===== src/rtl/uart_pkg.sv =====
// Shared UART constants and the 2-bit FSM encodings used by the TX feeder and the
// RX-side blocks.
package uart_pkg;

  localparam int CLK_FREQ     = 50_000_000;
  localparam int BAUD         = 115200;
  localparam int CLKS_PER_BIT = 434;

  typedef enum logic [1:0] {
    ST_IDLE      = 2'd0,
    ST_LAUNCH    = 2'd1,
    ST_WAIT_ACK  = 2'd2,
    ST_WAIT_DONE = 2'd3
  } fsm_state_t;

endpackage


===== src/rtl/sync_fifo.sv =====
// Single-clock FIFO with fall-through head, occupancy count and a write-while-full
// strobe that the parent turns into a sticky flag.
module sync_fifo #(
  parameter int DEPTH = 16,
  parameter int WIDTH = 8
) (
  input  logic                     clk,
  input  logic                     rst,
  input  logic                     i_push,
  input  logic [WIDTH-1:0]         i_wdata,
  input  logic                     i_pop,
  output logic [WIDTH-1:0]         o_head,
  output logic                     o_full,
  output logic                     o_empty,
  output logic [$clog2(DEPTH):0]   o_level,
  output logic                     o_ovf
);

  localparam int                 PTR_W    = $clog2(DEPTH);
  localparam logic [PTR_W-1:0]   PTR_ONE  = 1;
  localparam logic [PTR_W:0]     LVL_ONE  = 1;
  localparam logic [PTR_W:0]     LVL_FULL = (PTR_W+1)'(DEPTH);

  logic [WIDTH-1:0] r_mem [DEPTH];
  logic [PTR_W-1:0] r_wr_ptr;
  logic [PTR_W-1:0] r_rd_ptr;
  logic [PTR_W:0]   r_level;
  logic             w_push_ok;
  logic             w_pop_ok;

  // full is the registered occupancy, so a pop in the same clk does not make room
  assign o_full    = (r_level == LVL_FULL);
  assign o_empty   = (r_level == '0);
  assign o_level   = r_level;
  assign o_head    = r_mem[r_rd_ptr];
  assign o_ovf     = i_push && o_full;
  assign w_push_ok = i_push && !o_full;
  assign w_pop_ok  = i_pop && !o_empty;

  always_ff @(posedge clk) begin
    if (w_push_ok) begin
      r_mem[r_wr_ptr] <= i_wdata;
    end
  end

  always_ff @(posedge clk) begin
    if (rst) begin
      r_wr_ptr <= '0;
      r_rd_ptr <= '0;
      r_level  <= '0;
    end else begin
      if (w_push_ok) r_wr_ptr <= r_wr_ptr + PTR_ONE;
      if (w_pop_ok)  r_rd_ptr <= r_rd_ptr + PTR_ONE;
      case ({w_push_ok, w_pop_ok})
        2'b10:   r_level <= r_level + LVL_ONE;
        2'b01:   r_level <= r_level - LVL_ONE;
        default: r_level <= r_level;
      endcase
    end
  end

endmodule


===== src/rtl/uart_tx_feeder.sv =====
// Byte queue and launch FSM feeding uart_top's transmitter: one byte per frame,
// paced by the UART busy flag, with an ack timeout for a transmitter that never responds.
module uart_tx_feeder
  import uart_pkg::*;
#(
  parameter int DEPTH       = 16,
  parameter int ACK_TIMEOUT = 8
) (
  input  logic                   clk,
  input  logic                   rst,
  input  logic                   wr_en,
  input  logic [7:0]             wr_data,
  output logic                   full,
  output logic                   empty,
  output logic [$clog2(DEPTH):0] level,
  output logic                   overflow,
  output logic                   tx_err,
  input  logic                   clr_flags,
  output logic [7:0]             tx_data,
  output logic                   tx_send,
  input  logic                   tx_busy,
  output logic                   idle
);

  localparam int               CNT_W    = $clog2(ACK_TIMEOUT + 1);
  localparam logic [CNT_W-1:0] CNT_ONE  = 1;
  localparam logic [CNT_W-1:0] CNT_LAST = CNT_W'(ACK_TIMEOUT - 1);

  fsm_state_t        r_state;
  logic [CNT_W-1:0]  r_ack_cnt;
  logic [7:0]        r_tx_data;
  logic              r_tx_send;
  logic              r_overflow;
  logic              r_tx_err;

  logic              w_pop;
  logic              w_ovf;
  logic              w_timeout;
  logic              w_empty;
  logic              w_full;
  logic [7:0]        w_head;
  logic [$clog2(DEPTH):0] w_level;

  // The !tx_busy guard also holds off launches after a reset that interrupted a frame
  assign w_pop     = (r_state == ST_IDLE) && !w_empty && !tx_busy;
  assign w_timeout = (r_state == ST_WAIT_ACK) && !tx_busy && (r_ack_cnt == CNT_LAST);

  sync_fifo #(
    .DEPTH (DEPTH),
    .WIDTH (8)
  ) u_fifo (
    .clk     (clk),
    .rst     (rst),
    .i_push  (wr_en),
    .i_wdata (wr_data),
    .i_pop   (w_pop),
    .o_head  (w_head),
    .o_full  (w_full),
    .o_empty (w_empty),
    .o_level (w_level),
    .o_ovf   (w_ovf)
  );

  always_ff @(posedge clk) begin
    if (rst) begin
      r_state   <= ST_IDLE;
      r_ack_cnt <= '0;
      r_tx_data <= '0;
      r_tx_send <= 1'b0;
    end else begin
      r_tx_send <= 1'b0;
      case (r_state)
        ST_IDLE: begin
          if (w_pop) begin
            r_tx_data <= w_head;
            r_tx_send <= 1'b1;
            r_state   <= ST_LAUNCH;
          end
        end
        ST_LAUNCH: begin
          // The LAUNCH clk itself counts as the first elapsed clk of the ack window
          r_ack_cnt <= CNT_ONE;
          r_state   <= ST_WAIT_ACK;
        end
        ST_WAIT_ACK: begin
          if (tx_busy) begin
            r_state <= ST_WAIT_DONE;
          end else if (w_timeout) begin
            r_state <= ST_IDLE;
          end else begin
            r_ack_cnt <= r_ack_cnt + CNT_ONE;
          end
        end
        ST_WAIT_DONE: begin
          if (!tx_busy) r_state <= ST_IDLE;
        end
        default: r_state <= ST_IDLE;
      endcase
    end
  end

  always_ff @(posedge clk) begin
    if (rst) begin
      r_overflow <= 1'b0;
      r_tx_err   <= 1'b0;
    end else begin
      if (clr_flags)  r_overflow <= 1'b0;
      else if (w_ovf) r_overflow <= 1'b1;
      if (clr_flags)      r_tx_err <= 1'b0;
      else if (w_timeout) r_tx_err <= 1'b1;
    end
  end

  assign full     = w_full;
  assign empty    = w_empty;
  assign level    = w_level;
  assign overflow = r_overflow;
  assign tx_err   = r_tx_err;
  assign tx_data  = r_tx_data;
  assign tx_send  = r_tx_send;
  assign idle     = w_empty && (r_state == ST_IDLE);

endmodule


===== config.mk =====
export PLATFORM = sky130hd
export DESIGN_NAME = uart_tx_feeder
export DESIGN_NICKNAME = d
export VERILOG_FILES = /design/src/rtl/uart_pkg.sv /design/src/rtl/sync_fifo.sv /design/src/rtl/uart_tx_feeder.sv
export SDC_FILE = /design/constraint.sdc
export NUM_CORES = 1
export LEC_CHECK = 0
export ABC_AREA = 1
export BUFFER_PORTS_ARGS = -buffer_cell sky130_fd_sc_hd__buf_4
export CAP_MARGIN = 25
export CORE_UTILIZATION = 42
export DETAILED_ROUTE_END_ITERATION = 6
export PLACE_DENSITY = 0.57
export SETUP_SLACK_MARGIN = 0.05
export SYNTH_ARGS = -nofsm -noshare
export SYNTH_HDL_FRONTEND = slang
export SYNTH_SLANG_ARGS = --single-unit

===== constraint.sdc =====
create_clock -name clk -period 5.4 [get_ports clk]
set_input_delay 1.08 -clock clk [delete_from_list [all_inputs] [get_ports clk]]
set_output_delay 1.08 -clock clk [all_outputs]
set_load 0.005 [all_outputs]

==> summary.md <==
| Metric | Value |
|---|---|
| Status | completed |
| Critical path endpoint category | register |
| F_max | 0.375 GHz |
| Post-Route WL | 15500 um |
| Cell count of the worst reg-to-reg path | 15 |
| Hold Path Stages | 2 |
| Clk Latency, worst-skew pair | 420 ps |
| Initial Util | 0.434 |
| Number of global-route vias before repair | about 4.6k |
| R2R Setup Slk | a little under 3000 ps |
| Cts hold-fix bufs | 0 |
| CP cell instances | buf_4, nor2_2, nand2_2, inv_2, ha_1, xor2_1, ha_1, inv_1, nand2_1, nand3_1, nand2_1, nand2_1, nand2_1, nand2_1, a21oi_1 |
| Hold path startpoint | tx_err |
| Htree depth | 4 |
| EDFF count, synth | about 130 |
| Slew margin rel. | 0.406 |
| Mean routed wirelength per cell | about 16 um |
| CP Class | in -> reg |
| Post-route cell area | between 0.007 and 0.008 mm2 |
| RSZ-0062 raised after global routing | false |
| Clock tree from TritonCTS | done |
| Slew Viols, Final | 0 |
| ANT cells | 0 |
| Post-CTS Setup Bufs | 0 |
| Final setup fails | 0 |
| Slowest CP cell | ha_1 |
| CP max stage delay | around 330 ps |
| Area Growth Syn to Fin | 13.4% |
| Core area | 0.0161 mm2 |
| Synthesized area | between 0.006 and 0.007 mm2 |
| Tcrit/Tclk final | 0.494 |
| Bufs on Longest Clock Path | 2 |
| Ys flop type | edfxtp_1 |
| #FFs+latches synth | 158 |
| Die area | ~0.017 mm2 |
| Initial antenna violation count | 0 |
| FP Rows | 46 |
| Via/cell ratio | ~4.9 |
| Die X | around 130 um |
| Top cells by count, synth | 206 x nand2_1, 128 x edfxtp_1, 99 x inv_1 |
| Post-DP HPWL | 9840 um |
| First-pass GRT wire length | around 25000 um |
| Via Count | around 4.8k |
| Clock-pin slew on the worst setup and hold paths | 60 ps |
| Max-cap violations | 0 |
| CP Launch Type | input port |
| Worst reg2reg endpoint | u_fifo.o_level[4] |
| Num Clock Sinks | about 160 |
| Crit path arrival time | 3030 ps |
| Layout cells sized above 1 | 0.102 |
| Clock period minus worst slack | about 2700 ps |
| Top cell type's share of synthesized area | 0.552 |
| Most frequent cell after synthesis | nand2_1 |
| Unique masters post-synth | 28 |
| Largest net degree at the start of global routing | between 60 and 70 |
| Worst-margin pin slew | 888 ps |
| Final hold violation count | 0 |
| Worst Hold Class | reg -> reg |
| Worst-path fanout max | 21 |
| Antenna viol nets, final | 0 |
| Die Y | 131 um |
| Post-synth top area cell | edfxtp_1 |
| Worst hold path endpoint | tx_err |
| Tot GR Track Use | 0.198 |
| Dpl cell area | approximately 0.0073 mm2 |
| Gr ovfl total | 0 |
| TritonCTS Buffers | 17 |
| Buf/Inv on CP | 3 |
| VDD IR max | ~0.26 mV |
| Port Buf Inserts | 31 |
| Sequential share of the synthesized area | 0.638 |
| Root buf cell | clkbuf_16 |
| Reg2reg start | u_fifo.o_level[0] |
| Clk_skew | 9.83 ps |
| DR pass1 iterations | 7 |
| Lkg Pwr | ~0.0033 uW |
| Pwr dens | between 400 and 500 mW/mm2 |
| Net count, final | between 700 and 800 |
| Synth warn | 0 |
| Synthesized instance count | slightly above 700 |
| Main area contributors after synthesis | edfxtp_1 55%, nand2_1 11%, dfxtp_1 8.6% |
| Async SR Flop Fraction | 0 |
| Setup_tns | 0 ps |
| Crit-path leading delay family | simple AND/OR/NAND/NOR gates |
| Worst path most repeated cell | nand2_1 |
| Post-cts sizing count | 0 |
| Avg Inst Size Synth | ~9.6 um2 |
| Worst Path Required | around 5800 ps |
| I/O Pins | 32 |
| Syn Nets | between 700 and 800 |
| Initial drt markers | 480 |
| Final Wtd Congestion | 0.836 |
| DRC | 0 |
-- flip-flops by register name, summed over array words and instances, names as in the netlist --
signal           cells
u_fifo.r_mem       128
tx_data              8
u_fifo.o_level       5
r_ack_cnt            4
u_fifo.r_rd_ptr      4
u_fifo.r_wr_ptr      4
r_state              2
overflow             1
tx_err               1
tx_send              1
-- placed cells by master (no fill, tap or decap), types with 2 or more instances in the layout --
cell and instances:
a21oi_1 18, a31oi_1 2, buf_4 33, bufinv_16 2, clkbuf_1 3, clkbuf_16 17
clkinv_1 2, clkinv_2 2, clkinv_4 3, dfxtp_1 29, edfxtp_1 128, ha_1 9
inv_1 99, inv_2 5, inv_6 3, nand2_1 206, nand2_2 3, nand3_1 98
nand4_1 2, nor2_1 58, nor2_2 2, nor3_1 3, o21ai_0 13, o21ai_1 7
or2_2 2, xor2_1 5
-- power by group --
| part | switching, uW | internal, uW |
|---|---|---|
| clock network | 479 | 684 |
| registers | 64.9 | 1400 |
| logic | 718 | 352 |
-- cell type report --
cell class / count / area [um2]
Clock buffer: 20 / 437
Clock inverter: 12 / 135
Fill cell: 1456 / 8160
Inverter: 106 / 398
Multi-Input combinational cell: 432 / 1950
Sequential cell: 158 / 4450
Tap cell: 216 / 270
Timing Repair Buffer: 34 / 268
-- kinds of logic after synthesis --
logic type / Yosys count / share of synthesized area
AND/OR/NAND/NOR: 376 / 0.226
AO/OA/AOI/OAI: 42 / 0.0314
flip-flops: 158 / 0.638
buffers and inverters: 137 / 0.0828
adder cells (fa/ha/maj): 9 / 0.0162
XOR/XNOR: 5 / 0.00628
-- metal layers --
layer,up-vias,share of wire,track usage
met4,0,0.013,0.0636
met3,17,0.044,0.0423
met1,2224,0.46,0.270
met2,112,0.48,0.317
li1,2404,-,-
met5,-,0,0
-- worst min-delay path, delay by kind of cell, from the launching register on --
family           cells  cell delay, ps
flip-flops           1             330
AND/OR/NAND/NOR      2             120
-- worst max-delay path by stage --
| stage | from | to | depth (start not counted) |
|---|---|---|---|
| after floorplan | tx_busy | u_fifo.o_level[4] | 15 |
| after global routing | tx_busy | u_fifo.o_level[4] | 15 |
| after detailed placement | tx_busy | u_fifo.o_level[4] | 15 |
| final | tx_busy | u_fifo.o_level[4] | 15 |
| after CTS | tx_busy | u_fifo.o_level[4] | 15 |
| after global placement | tx_busy | u_fifo.o_level[4] | 15 |
-- stage by stage --
stage	hold slack, ps	setup slack (ps)	total power [uW]	util	std cells
6_report	479	2730	3700	0.492	978
5_1_grt	505	2550	3910	0.492	978
4_1_cts	488	2780	3720	0.492	978
3_5_place_dp	470	2330	2560	0.456	946
3_3_place_gp	454	2400	2540	0.455	945
2_1_floorplan	460	2760	2230	-	727
Power figures use the tool's default switching activity.
